$ cat config.mk
export PLATFORM = sky130hd
export DESIGN_NAME = score_ctrl
export DESIGN_NICKNAME = d
export VERILOG_FILES = /design/src/rtl/score_ctrl.sv
export SDC_FILE = /design/constraint.sdc
export NUM_CORES = 1
export LEC_CHECK = 0
export BUFFER_PORTS_ARGS = -buffer_cell sky130_fd_sc_hd__buf_2
export CORE_MARGIN = 2
export CORE_UTILIZATION = 47
export CTS_CLUSTER_DIAMETER = 100
export DETAILED_ROUTE_END_ITERATION = 10
export PLACE_DENSITY = 0.72
export SYNTH_ARGS = -nofsm -noshare
export SYNTH_HDL_FRONTEND = slang
export SYNTH_SLANG_ARGS = --single-unit
$ cat constraint.sdc
create_clock -name clk -period 1.85 [get_ports clk]
set_input_delay 0.0925 -clock clk [delete_from_list [all_inputs] [get_ports clk]]
set_output_delay 0.0925 -clock clk [all_outputs]
set_load 0.01 [all_outputs]
$ cat src/rtl/score_ctrl.sv
// score_ctrl: end-of-game score bookkeeping.
// A finished game is checked against the player's personal best, which is
// held in an external score RAM with a registered read. The best is
// rewritten when the new score beats it. The global top score and its
// owner ID are kept in registers here.
// Optional feature: define SCORE_CLEAR_EN to let clearReq wipe the RAM and
// the top score. Without it, clearReq is ignored.
//
// Handshake: gameOver and clearReq are one-shot requests sampled only while
// busy=0 (IDLE). A request seen while busy=1 is dropped, not queued. Each
// accepted request produces exactly one done pulse, and newBest/newTop are
// valid in the done cycle.
module score_ctrl #(
   parameter int ADDR_W = 3
) (
   input  logic              clk,
   input  logic              rst,
   input  logic              gameOver,
   input  logic              isGuest,
   input  logic [ADDR_W-1:0] userID,
   input  logic [3:0]        scoreTens,
   input  logic [3:0]        scoreOnes,
   input  logic              clearReq,
   output logic [ADDR_W-1:0] ram_addr,
   output logic              ram_we,
   output logic [7:0]        ram_wdata,
   input  logic [7:0]        ram_rdata,
   output logic [ADDR_W-1:0] topIntID,
   output logic [3:0]        topTens,
   output logic [3:0]        topOnes,
   output logic              busy,
   output logic              done,
   output logic              newBest,
   output logic              newTop,
   output logic [2:0]        state_dbg
);

   typedef enum logic [2:0] {
      IDLE = 3'd0,
      RD   = 3'd1,
      CMP  = 3'd2,
      WR   = 3'd3,
      TOP  = 3'd4,
      DONE = 3'd5,
      CLR  = 3'd6
   } state_t;

   state_t            state, next_state;
   logic [ADDR_W-1:0] uid_q;
   logic [7:0]        score_q;
   logic [ADDR_W-1:0] top_id_q;
   logic [3:0]        top_tens_q, top_ones_q;
   logic              best_q, top_q;
   logic [ADDR_W-1:0] clr_cnt;
   logic              clr_go;
   logic              bad_game;

`ifdef SCORE_CLEAR_EN
   assign clr_go = clearReq;
`else
   // The clear request is accepted on the port but has no effect.
   logic unused_clear;
   assign unused_clear = clearReq;
   assign clr_go       = 1'b0;
`endif

   // Guests and non-BCD scores never touch the RAM or the top score.
   assign bad_game = isGuest || (scoreTens > 4'd9) || (scoreOnes > 4'd9);

   // State register; reset aborts any operation, including a pending write.
   always_ff @(posedge clk or negedge rst) begin
      if (!rst) state <= IDLE;
      else      state <= next_state;
   end

   // Next-state decode and RAM port drive (outputs are pure state decodes).
   always_comb begin
      next_state = state;
      ram_addr   = '0;
      ram_we     = 1'b0;
      ram_wdata  = 8'h00;
      case (state)
         IDLE: begin
            if (clr_go)        next_state = CLR;
            else if (gameOver) next_state = bad_game ? DONE : RD;
         end
         RD: begin
            ram_addr   = uid_q;
            next_state = CMP;
         end
         CMP: next_state = (score_q > ram_rdata) ? WR : TOP;
         WR: begin
            ram_addr   = uid_q;
            ram_we     = 1'b1;
            ram_wdata  = score_q;
            next_state = TOP;
         end
         TOP:  next_state = DONE;
         DONE: next_state = IDLE;
         CLR: begin
            ram_addr = clr_cnt;
            ram_we   = 1'b1;
            if (clr_cnt == '1) next_state = DONE;
         end
         default: next_state = IDLE;
      endcase
   end

   // Request capture, top-score tracking, result flags and clear address counter.
   always_ff @(posedge clk or negedge rst) begin
      if (!rst) begin
         uid_q      <= '0;
         score_q    <= 8'h00;
         top_id_q   <= '0;
         top_tens_q <= 4'h0;
         top_ones_q <= 4'h0;
         best_q     <= 1'b0;
         top_q      <= 1'b0;
         clr_cnt    <= '0;
      end else begin
         case (state)
            IDLE: begin
               best_q  <= 1'b0;
               top_q   <= 1'b0;
               clr_cnt <= '0;
               if (!clr_go && gameOver) begin
                  uid_q   <= userID;
                  score_q <= {scoreTens, scoreOnes};
               end
            end
            WR: best_q <= 1'b1;
            TOP: begin
               // Ties keep the existing holder.
               if (score_q > {top_tens_q, top_ones_q}) begin
                  top_tens_q <= score_q[7:4];
                  top_ones_q <= score_q[3:0];
                  top_id_q   <= uid_q;
                  top_q      <= 1'b1;
               end
            end
            DONE: begin
               best_q <= 1'b0;
               top_q  <= 1'b0;
            end
            CLR: begin
               clr_cnt <= clr_cnt + 1'b1;
               if (clr_cnt == '1) begin
                  top_tens_q <= 4'h0;
                  top_ones_q <= 4'h0;
                  top_id_q   <= '0;
               end
            end
            default: ;
         endcase
      end
   end

   assign topIntID  = top_id_q;
   assign topTens   = top_tens_q;
   assign topOnes   = top_ones_q;
   assign busy      = (state != IDLE);
   assign done      = (state == DONE);
   assign newBest   = best_q;
   assign newTop    = top_q;
   assign state_dbg = state;

endmodule

==> results of run 1 <==
==> through the flow <==
stage / instance area [um^2] / worst slack (ns) / total power, mW / utilization (%)
final: 2370 / -0.0376 / 4.08 / 63.4
after global routing: 2370 / -0.106 / 4.46 / 63.4
after detailed placement: 2200 / 0.00548 / 3.29 / 58.8
after CTS: 2330 / -0.0253 / 3.98 / 62.2
after floorplan: 1860 / 0.0908 / 2.65 / -
after global placement: 2200 / 0.0344 / 3.24 / 58.8
==> power by group <==
part | internal, mW | switching, mW | total, mW
registers | 0.971 | 0.299 | 1.27
logic | 1.01 | 1.17 | 2.18
clock network | 0.375 | 0.254 | 0.629
==> synth_stat cells, types with 2 or more instances <==
master,number
buf_6,2
nor2b_1,3
dfrtp_1,30
clkbuf_1,4
a32o_1,3
inv_1,26
o211ai_1,2
ha_1,18
mux2i_1,12
nand4_1,4
a22o_1,5
buf_2,3
and3_1,9
nand2_1,28
nor2_1,5
o21ai_0,17
a21oi_1,7
==> how the worst min path moves through the flow <==
stage,endpoint,cells past startpoint,startpoint,slack (ns)
2_1_floorplan,clr_cnt[0]$_DFFE_PN0P_,0,rst,-0.20
3_3_place_gp,clr_cnt[0]$_DFFE_PN0P_,1,rst,0.17
3_5_place_dp,clr_cnt[1]$_DFFE_PN0P_,1,rst,0.16
4_1_cts,uid_q[1]$_DFFE_PN0P_,3,userID[1],0.005
5_1_grt,score_q[5]$_DFFE_PN0P_,3,scoreTens[1],0.02
6_report,uid_q[1]$_DFFE_PN0P_,3,userID[1],0.006
==> placed cells by master (no fill, tap or decap), types with 2 or more instances in the layout <==
cell type and count:
a21oi_1 6, a22o_1 5, a32o_1 3, and3_1 9, buf_2 52, buf_4 10
clkbuf_8 8, dfrtp_1 27, dfrtp_2 3, ha_1 15, ha_4 3, inv_1 26
mux2i_1 12, nand2_1 28, nand4_1 4, nor2_1 5, nor2b_1 2, o211ai_1 2
o21ai_0 16
==> per-layer routing <==
layer | part of all wire (%) | up-vias | GRT usage (%) | wire [um]
met3 | 5.0 | 11 | 4.05 | 226
met1 | 46 | 786 | 30.7 | 2060
met5 | 0 | - | 0 | 0
met4 | 2.4 | 0 | 12.2 | 109
met2 | 47 | 50 | 35.5 | 2130
li1 | - | 806 | - | -
==> final cells by class <==
cell class                 count  area [um^2]  share of cell area [%]
inverter                      27          101                    4.27
clock buffer                   8          110                    4.64
timing repair buffer          63          345                    14.5
multi-input combinational    133         1000                    42.3
sequential                    30          754                    31.8
tap                           48         60.1                    2.53
==> sequential cells by signal (all words and copies together), names as in the netlist <==
| name | flops |
|---|---|
| topTens | 4 |
| score_q | 8 |
| uid_q | 3 |
| state_dbg | 3 |
| topIntID | 3 |
| clr_cnt | 3 |
| newBest | 1 |
| newTop | 1 |
| topOnes | 4 |
==> cells by family (layout without fill, tap and decap cells) <==
| logic type | Yosys count | count (layout) |
|---|---|---|
| buf+inv | 36 | 98 |
| simple gates | 60 | 60 |
| fa+ha+maj | 18 | 18 |
| mux | 13 | 13 |
| compound gates | 42 | 42 |
| flops | 30 | 30 |
==> worst max-delay path: cells and delay by family, from the launching register on <==
kind,cells,cell delay [ns]
AOI/OAI and AO/OA,4,0.68
DFF,1,0.42
adders and majority gates,1,0.31
buffers and inverters,1,0.19
muxes,1,0.19
==> what timing repair did <==
action	in CTS	in global routing
endpoints found under the hold margin	30	0
hold buffers	1	0
setup endpoints to repair	7	16
buffers inserted	1	0
pin swaps	1	1
resized for setup	0	9
gates cloned	0	0
==> metrics.md, run 1 <==
| Metric | Value |
|---|---|
| Peak VDD IR | 0.000802 V |
| Crit-path max FO | 5 |
| Adder-Cell Fraction of Synth Area | roughly an eighth |
| Synth top area share | between 40 and 50% |
| Mean post-synth cell area | ~9.4 um^2 |
| H-tree levels | 2 |
| Routed Wire Length | 4530 um |
| Number of global-route vias before repair | ~1,500 |
| Period utilization | 102% |
| Syn. warnings | 0 |
| Initial core utilization | roughly half |
| Pins over their slew limit | 0 |
| Synth Area in Compound Gates | 15.7% |
| Reg2reg path depth | 7 |
| First-pass iteration count of the detailed router | 4 |
| Arrival time at the worst endpoint | 2.09 ns |
| Critical-path top delay cell | dfrtp_1 |
| CTS tree | done |
| Worst path max stage delay | 0.42 ns |
| Final min period | approximately 1.9 ns |
| MaxCap Viol Count | 0 |
| FFs w/ async S/R, synth | 100% |
| P_leak | between 1 and 1.5 nW |
| Number of DRC markers in iteration 0 | 94 |
| CTS max path bufs | 2 |
| Gate Count Post-Synth | slightly below 200 |
| Power per cell area | 1720 nW/um^2 |
| Post-route DRC | 0 |
| Final clock skew | ~0.0077 ns |
| Synth Net Count | ~240 |
| DR vias/cell | 5.35 |
| Cell total after placement | around 300 |
| Critical setup path kind | reg2reg |
| Crit. End Element | flip-flop |
| XOR/XNOR share of the synthesized area | 0% |
| Cell Count, Final, Fillers Out | roughly 300 |
| Io pins | 54 |
| Worst EP required | between 2 and 2.5 ns |
| Clock transition at path regs | about 0.06 ns |
| CTS Sinks | 30 |
| Worst relative slew slack | 54.6% |
| # fillers | 333 |
| Number of setup violations in the final report | 6 |
| GRT Total Usage | a little under a quarter |
| Grt ovf | 0 |
| Critical Path Source Type | flip-flop |
| Die Wd | around 67 um |
| CP startpoint | score_q[5]$_DFFE_PN0P_ |
| Die ar. | between 4000 and 5000 um^2 |
| Fraction of layout cells with a size suffix above 1 | about 34% |
| TNS Setup | -0.0595 ns |
| Worst setup path endpoint | topTens[0]$_DFFE_PN0P_ |
| Final #Nets | roughly 300 |
| Fmax | approximately 530 MHz |
| Largest net degree at the start of global routing | 31 |
| Final worst setup slack | -0.0376 ns |
| Unique masters post-synth | 38 |
| FF+latch count, synth | 30 |
| Largest family of logic cells by synthesized area | simple AND/OR/NAND/NOR gates |
| Cell Area, Synth | between 1500 and 2000 um^2 |
| Synth area leaders | dfrtp_1, ha_1, mux2i_1, nand2_1, inv_1 |
| Remaining antenna violation count | 0 |
| Rows | 22 |
| Area leader, netlist | dfrtp_1 |
| Run status | finished with violations |
| # diodes | 0 |
| Worst skew pair latency | ~0.29 ns |
| Hold slack final | around 0.0065 ns |
| CP cell instances | ha_1, a21oi_1, o21a_1, a311oi_2, o211ai_2, buf_4, mux2i_1 |
| DIE HEIGHT | 67.0 um |
| RSZ-0062 raised after global routing | yes |
| Hpwl dp | between 3000 and 4000 um |
| Simple-Gate Fraction of Synth Area | around 17% |
| Via Count | between 1,500 and 2,000 |
| Antenna violations before repair | 0 |
| Area delta synth->final | 27.4% |
| Routability congestion estimate from global placement | 0.795 |
| WL/cell | between 10 and 15 um |
| Failing checks | setup timing |
| Endpoints failing hold | 0 |
| Sequential-to-total area share from yosys stat | slightly above 40% |
| CORE AREA | ~3700 um^2 |
| R2r setup slk | -0.04 ns |
| First-pass GRT wire length | 7430 um |
| Slew @ Worst Pin | 0.682 ns |
| Top FF cell, synth | dfrtp_1 |
| Num CTS Buffers | 5 |
| Clock Tree Root | clkbuf_8 |
| HP Class | in2reg |
| Worst flop-to-flop path startpoint | score_q[5]$_DFFE_PN0P_ |
| Mux cell area share after synthesis | between 7 and 8% |
| Reg2Reg Capture Point | topTens[0]$_DFFE_PN0P_ |
| Number of flops mapped to enable cells by yosys | 0 |
| Port bufs | between 50 and 60 |
Note: power is estimated with default switching activity, not from simulation.
==> inputs of run 2 (changes only) <==
SETUP_SLACK_MARGIN = 0.15   (was not set)
==> metrics.md, run 2 (synthesis gave the netlist of run 1 again) <==
| Metric | Value |
|---|---|
| Run status | finished with violations (unchanged) |
| Failing checks | setup timing (unchanged) |
| Io pins | 54 (unchanged) |
| Fin util | 65.6% (was 63.4%) |
| Power Total | 4.22 mW (was 4.08 mW) |
| Worst EP required | 2.01 ns (was 2.05 ns) |
| Wire length on met2 | 2120 um (was 2130 um) |
| Num CTS Buffers | 5 (unchanged) |
| Largest net degree at the start of global routing | 31 (unchanged) |
| Arrival time at the worst endpoint | 2.03 ns (was 2.09 ns) |
| Die ar. | 4490 um^2 (unchanged) |
| Reg2reg path depth | 7 (unchanged) |
| Final min period | 1.87 ns (was 1.89 ns) |
| Most frequent cells in the layout | buf_2, nand2_1, dfrtp_1 (unchanged) |
| DR vias/cell | 5.32 (was 5.35) |
| Critical Path Source Type | flip-flop (unchanged) |
| CTS max path bufs | 2 (unchanged) |
| First-pass GRT wire length | 6530 um (was 7430 um) |
| Reg2Reg Capture Point | topOnes[3]$_DFFE_PN0P_ (was topTens[0]$_DFFE_PN0P_) |
| Hold slack final | 0.0118 ns (was 0.00650 ns) |
| Max reg flops | 8 (unchanged) |
| Number of DRC markers in iteration 0 | 34 (was 94) |
| WL/cell | 14.0 um (was 14.6 um) |
| Top sig layer | met4 (unchanged) |
| DR WL met3 | 207 um (was 226 um) |
| Cell total after placement | 299 (unchanged) |
| Rows | 22 (unchanged) |
| Clock Tree Root | clkbuf_8 (unchanged) |
| Worst flop-to-flop path startpoint | score_q[7]$_DFFE_PN0P_ (was score_q[5]$_DFFE_PN0P_) |
| CORE AREA | 3740 um^2 (unchanged) |
| Die Wd | 67.0 um (unchanged) |
| Clock transition at path regs | 0.07 ns (was 0.06 ns) |
| H-tree levels | 2 (unchanged) |
| Pins over their slew limit | 0 (unchanged) |
| Power per cell area | 1720 nW/um^2 (about the same) |
| Post-route DRC | 0 (unchanged) |
| Hpwl dp | 3090 um (was 3130 um) |
| Worst skew pair latency | 0.28 ns (was 0.29 ns) |
| RSZ-0062 raised after global routing | yes (unchanged) |
| Endpoints failing hold | 0 (unchanged) |
| Fmax | 535 MHz (was 530 MHz) |
| Routed Wire Length | 4390 um (was 4530 um) |
| Fraction of layout cells with a size suffix above 1 | 38.5% (was 34.1%) |
| Slew @ Worst Pin | 0.661 ns (was 0.682 ns) |
| # diodes | 0 (unchanged) |
| R2r setup slk | -0.02 ns (was -0.04 ns) |
| Routability congestion estimate from global placement | 0.832 (was 0.795) |
| Crit. End Element | flip-flop (unchanged) |
| Commonest non-fill, non-tap cell in the layout | buf_2 (unchanged) |
| Worst path max stage delay | 0.45 ns (was 0.42 ns) |
| Number of setup violations in the final report | 11 (was 6) |
| First-pass iteration count of the detailed router | 4 (unchanged) |
| Final #Nets | 306 (was 302) |
| MaxCap Viol Count | 0 (unchanged) |
| Critical-path top delay cell | dfrtp_2 (was dfrtp_1) |
| Crit-path max FO | 7 (was 5) |
| TNS Setup | -0.165 ns (was -0.0595 ns) |
| Antenna violations before repair | 0 (unchanged) |
| Worst setup path endpoint | topOnes[3]$_DFFE_PN0P_ (was topTens[0]$_DFFE_PN0P_) |
| HP Class | in2reg (unchanged) |
| CP startpoint | score_q[7]$_DFFE_PN0P_ (was score_q[5]$_DFFE_PN0P_) |
| Most flops, register | score_q (unchanged) |
| Cell Count, Final, Fillers Out | 313 (was 309) |
| Critical setup path kind | reg2reg (unchanged) |
| CTS tree | done (unchanged) |
| Remaining antenna violation count | 0 (unchanged) |
| Final worst setup slack | -0.0201 ns (was -0.0376 ns) |
| Grt ovf | 0 (unchanged) |
| Wire length on met1 | 2000 um (was 2060 um) |
| DIE HEIGHT | 67.0 um (unchanged) |
| Peak VDD IR | 0.000929 V (was 0.000802 V) |
| Number of global-route vias before repair | 1,382 (was 1,547) |
| Worst relative slew slack | 55.9% (was 54.6%) |
| P_leak | 1.37 nW (was 1.36 nW) |
| CTS Sinks | 30 (unchanged) |
| Initial core utilization | 49.8% (unchanged) |
| Area delta synth->final | 31.7% (was 27.4%) |
| CP cell instances | ha_4, nand2_2, o21a_1, a311oi_2, o211ai_2, buf_6, mux2i_1 (was ha_1, a21oi_1, o21a_1, a311oi_2, o211ai_2, buf_4, mux2i_1) |
| Final clock skew | 0.00761 ns (was 0.00770 ns) |
| Port bufs | 52 (unchanged) |
| Via Count | 1,665 (was 1,653) |
| Period utilization | 101% (was 102%) |
| GRT Total Usage | 20.0% (was 23.0%) |
## run 2: changes by cell type in the layout (fill, tap and decap cells not counted), sizes merged
cell | before | now
clkinv | 0 | 1
buf | 62 | 66
clkbuf | 8 | 7
## run 2: layer usage
metal	track usage [%]	vias up
li1	-	819
met1	26.3	784
met2	30.5	56
met3	5.57	6
met4	9.18	0
met5	0	-
## run 2: report_power, final
part / internal (mW) / leakage [nW] / switching (mW) / total (mW)
Sequential: 0.973 / 0.367 / 0.324 / 1.30
Combinational: 1.16 / 0.959 / 1.23 / 2.39
Clock: 0.299 / 0.0482 / 0.233 / 0.532
Total: 2.43 / 1.37 / 1.79 / 4.22
## run 2: through the flow
step           cell area (um^2)  worst slack [ns]
6_report                   2460           -0.0201
5_1_grt                    2460            -0.139
4_1_cts                    2300           -0.0125
3_5_place_dp               2200           0.00548
3_3_place_gp               2200            0.0278
2_1_floorplan              1860            0.0991
## run 2: area by class of cell
cell class | instances | area, um^2
Sequential cell | 30 | 756
Fill cell | 324 | 1290
Clock buffer | 7 | 86.3
Clock inverter | 1 | 5.00
Multi-Input combinational cell | 133 | 1060
Inverter | 27 | 104
Tap cell | 48 | 60.1
Timing Repair Buffer | 67 | 387
## run 2: what timing repair did
| item | CTS | global route |
|---|---|---|
| buffers inserted | 0 | 5 |
| setup endpoints to repair | 16 | 27 |
| endpoints found under the hold margin | 30 | 0 |
| pin swaps | 0 | 5 |
| hold buffers | 1 | 0 |
| gates resized for setup | 1 | 23 |
## run 2: how the worst min path moves through the flow
stage | slack, ns | from | end | cells after the start
final | 0.01 | userID[1] | uid_q[1]$_DFFE_PN0P_ | 3
after global routing | 0.01 | userID[1] | uid_q[1]$_DFFE_PN0P_ | 3
after CTS | 0.008 | userID[1] | uid_q[1]$_DFFE_PN0P_ | 3
after detailed placement | 0.17 | rst | clr_cnt[2]$_DFFE_PN0P_ | 1
after global placement | 0.17 | rst | clr_cnt[0]$_DFFE_PN0P_ | 1
after floorplan | -0.20 | rst | clr_cnt[0]$_DFFE_PN0P_ | 0
## run 2: worst max-delay path, delay by kind of cell, from the launching register on
kind | cells | cell delay (ns)
compound gates | 3 | 0.68
flops | 1 | 0.45
fa+ha+maj | 1 | 0.29
buf+inv | 1 | 0.18
mux | 1 | 0.11
simple gates | 1 | 0.05
==> inputs of run 3 (changes only) <==
ABC_AREA = 1   (was not set)
CORE_ASPECT_RATIO = 0.7   (was not set)
CORE_UTILIZATION = 46   (was 47)
PLACE_DENSITY = 0.71   (was 0.72)
==> metrics.md, run 3 <==
| Metric | Value |
|---|---|
| Via Count | 1,659 (was 1,665) |
| Commonest cells post-synth | nand2_1, inv_1, dfrtp_1 (was dfrtp_1, nand2_1, inv_1) |
| Clock Tree Root | clkbuf_8 (unchanged) |
| Run status | finished, final reports clean (was finished with violations) |
| Mean post-synth cell area | 8.01 um^2 (was 9.37 um^2) |
| CTS Sinks | 30 (unchanged) |
| Synth top area share | 41.3% (was 40.3%) |
| HP Class | in2reg (unchanged) |
| Cell Count, Final, Fillers Out | 348 (was 313) |
| Clock transition at path regs | 0.06 ns (was 0.07 ns) |
| Adder-Cell Fraction of Synth Area | 12.4% (was 12.1%) |
| CTS max path bufs | 2 (unchanged) |
| Port bufs | 52 (unchanged) |
| Final min period | 1.61 ns (was 1.87 ns) |
| Largest net degree at the start of global routing | 31 (unchanged) |
| Unique masters post-synth | 23 (was 38) |
| CORE AREA | 3850 um^2 (was 3740 um^2) |
| Remaining antenna violation count | 0 (unchanged) |
| Area delta synth->final | 29.0% (was 31.7%) |
| DIE HEIGHT | 56.6 um (was 67.0 um) |
| Min-delay src | userID[0] (was userID[1]) |
| FFs w/ async S/R, synth | 100% (unchanged) |
| R2r setup slk | 0.24 ns (was -0.02 ns) |
| Mux cell area share after synthesis | 1.86% (was 7.05%) |
| Reg2Reg Capture Point | topTens[0]$_DFFE_PN0P_ (was topOnes[3]$_DFFE_PN0P_) |
| Antenna violations before repair | 0 (unchanged) |
| Simple-Gate Fraction of Synth Area | 25.1% (was 16.6%) |
| Reg2reg path depth | 10 (was 7) |
| Final worst setup slack | 0.244 ns (was -0.0201 ns) |
| Commonest non-fill, non-tap cell in the layout | buf_2 (unchanged) |
| Worst path max stage delay | 0.37 ns (was 0.45 ns) |
| Critical-path top delay cell | dfrtp_1 (was dfrtp_2) |
| Area leader, netlist | dfrtp_1 (unchanged) |
| Min-Delay Path Depth | 2 (was 3) |
| Number of DRC markers in iteration 0 | 91 (was 34) |
| RSZ-0062 raised after global routing | yes (unchanged) |
| Crit-path max FO | 7 (unchanged) |
| Critical setup path kind | reg2reg (unchanged) |
| H-tree levels | 2 (unchanged) |
| Grt ovf | 0 (unchanged) |
| Worst flop-to-flop path startpoint | topTens[3]$_DFFE_PN0P_ (was score_q[7]$_DFFE_PN0P_) |
| Fmax | 623 MHz (was 535 MHz) |
| First-pass GRT wire length | 6930 um (was 6530 um) |
| Worst relative slew slack | 58.4% (was 55.9%) |
| Io pins | 54 (unchanged) |
| Pins over their slew limit | 0 (unchanged) |
| Hpwl dp | 3220 um (was 3090 um) |
| Most frequent cell after synthesis | nand2_1 (was dfrtp_1) |
| Sequential-to-total area share from yosys stat | 41.3% (was 40.3%) |
| Number of global-route vias before repair | 1,479 (was 1,382) |
| Worst skew pair latency | 0.28 ns (about the same) |
| GRT Total Usage | 20.6% (was 20.0%) |
| Crit path depth | 10 (was 7) |
| Num CTS Buffers | 5 (unchanged) |
| CP dominant cell by count | nand2_1 |
| Final #Nets | 337 (was 306) |
| Endpoints failing hold | 0 (unchanged) |
| Die Wd | 79.1 um (was 67.0 um) |
| Number of flops mapped to enable cells by yosys | 0 (unchanged) |
| Pre-CTS worst setup slack | 0.225 ns (was 0.00548 ns) |
| CTS tree | done (unchanged) |
| WP buf/inv | 2 (was 1) |
| Die ar. | 4480 um^2 (was 4490 um^2) |
| P_leak | 1.36 nW (was 1.37 nW) |
| Largest family of logic cells by synthesized area | simple AND/OR/NAND/NOR gates (unchanged) |
| MaxCap Viol Count | 0 (unchanged) |
| Top FF cell, synth | dfrtp_1 (unchanged) |
| Hold slack final | 0.0393 ns (was 0.0118 ns) |
| Arrival time at the worst endpoint | 1.83 ns (was 2.03 ns) |
| FF+latch count, synth | 30 (unchanged) |
| Most frequent cells in the layout | buf_2, nand2_1, inv_1 (was buf_2, nand2_1, dfrtp_1) |
| Most flops, register | score_q (unchanged) |
| Cell Area, Synth | 1820 um^2 (was 1860 um^2) |
| Hold Path End | uid_q[0]$_DFFE_PN0P_ (was uid_q[1]$_DFFE_PN0P_) |
| CP top delay family | simple AND/OR/NAND/NOR gates (was compound AO/OA/AOI/OAI gates) |
| Routability congestion estimate from global placement | 0.846 (was 0.832) |
| Period utilization | 86.8% (was 101%) |
| TNS Setup | 0 ns (was -0.165 ns) |
| Routed Wire Length | 4190 um (was 4390 um) |
| Cell total after placement | 335 (was 299) |
| CP cell instances | inv_1, ha_1, nand2_1, nor2_1, nor3_2, nand2_1, nand2_4, buf_6, nand3_1, nand2_1 (was ha_4, nand2_2, o21a_1, a311oi_2, o211ai_2, buf_6, mux2i_1) |
| Rows | 19 (was 22) |
| First-pass iteration count of the detailed router | 5 (was 4) |
| Fraction of layout cells with a size suffix above 1 | 30.7% (was 38.5%) |
| Initial core utilization | 47.2% (was 49.8%) |
| Crit. End Element | flip-flop (unchanged) |
| Power Total | 4.05 mW (was 4.22 mW) |
| Critical Path Source Type | flip-flop (unchanged) |
| Power per cell area | 1730 nW/um^2 (was 1720 nW/um^2) |
| Syn. warnings | 0 (unchanged) |
| XOR/XNOR share of the synthesized area | 0% (unchanged) |
| Worst EP required | 2.07 ns (was 2.01 ns) |
| Synth Area in Compound Gates | 8.88% (was 15.7%) |
| Max reg flops | 8 (unchanged) |
| WL/cell | 12.0 um (was 14.0 um) |
| Slew @ Worst Pin | 0.624 ns (was 0.661 ns) |
| Number of setup violations in the final report | 0 (was 11) |
| Synth Net Count | 269 (was 241) |
| Final clock skew | 0.00459 ns (was 0.00761 ns) |
| Post-route DRC | 0 (unchanged) |
| Synth area leaders | dfrtp_1, ha_1, nand2_1, inv_1, nor2_1 (was dfrtp_1, ha_1, mux2i_1, nand2_1, inv_1) |
| DR vias/cell | 4.77 (was 5.32) |
| Peak VDD IR | 0.000692 V (was 0.000929 V) |
| Gate Count Post-Synth | 227 (was 199) |
| # diodes | 0 (unchanged) |
run 3: repair_timing:
action / 4_1_cts / 5_1_grt
buffers inserted: 0 / 4
resized for setup: 0 / 10
endpoints found under the hold margin: 30 / 0
hold buffers: 1 / 0
endpoints found under the setup margin: 0 / 14
run 3: worst max-delay path by stage:
stage / startpoint / to / slack (ns)
3_5_place_dp: topTens[3]$_DFFE_PN0P_ / topTens[0]$_DFFE_PN0P_ / 0.22
4_1_cts: state_dbg[0]$_DFFE_PN0P_ / ram_addr[0] / 0.16
3_3_place_gp: topTens[1]$_DFFE_PN0P_ / topTens[0]$_DFFE_PN0P_ / 0.25
2_1_floorplan: topTens[1]$_DFFE_PN0P_ / newTop$_DFFE_PN0P_ / 0.29
5_1_grt: topTens[3]$_DFFE_PN0P_ / topTens[0]$_DFFE_PN0P_ / 0.12
6_report: topTens[3]$_DFFE_PN0P_ / topTens[0]$_DFFE_PN0P_ / 0.24
run 3: report_power, final:
| group | switching (mW) | internal [mW] | total [mW] |
|---|---|---|---|
| clock network | 0.240 | 0.375 | 0.615 |
| logic | 1.24 | 0.929 | 2.17 |
| registers | 0.296 | 0.974 | 1.27 |
run 3: cells by family after synthesis:
group	Yosys count
buf+inv	43
flops	30
compound gates	30
fa+ha+maj	18
simple gates	103
mux	3
run 3: cell type report:
type	instances	area [um^2]
fill	376	1510
multi-input combinational	154	902
sequential	30	752
timing repair buffer	66	372
inverter	38	145
clock buffer	8	110
tap	52	65.1
run 3: metal layers:
layer	routed length, um	global-route usage (%)	vias to the layer above
met2	1780	27.7	42
met5	0	0	-
met4	55	6.65	0
li1	-	-	863
met1	2140	30.8	750
met3	223	6.91	4
run 3: per-stage QoR:
stage          utilization [%]  cell area [um^2]
2_1_floorplan                -              1820
4_1_cts                   59.3              2280
3_3_place_gp              56.1              2160
5_1_grt                   60.9              2350
6_report                  60.9              2350
3_5_place_dp              56.1              2160
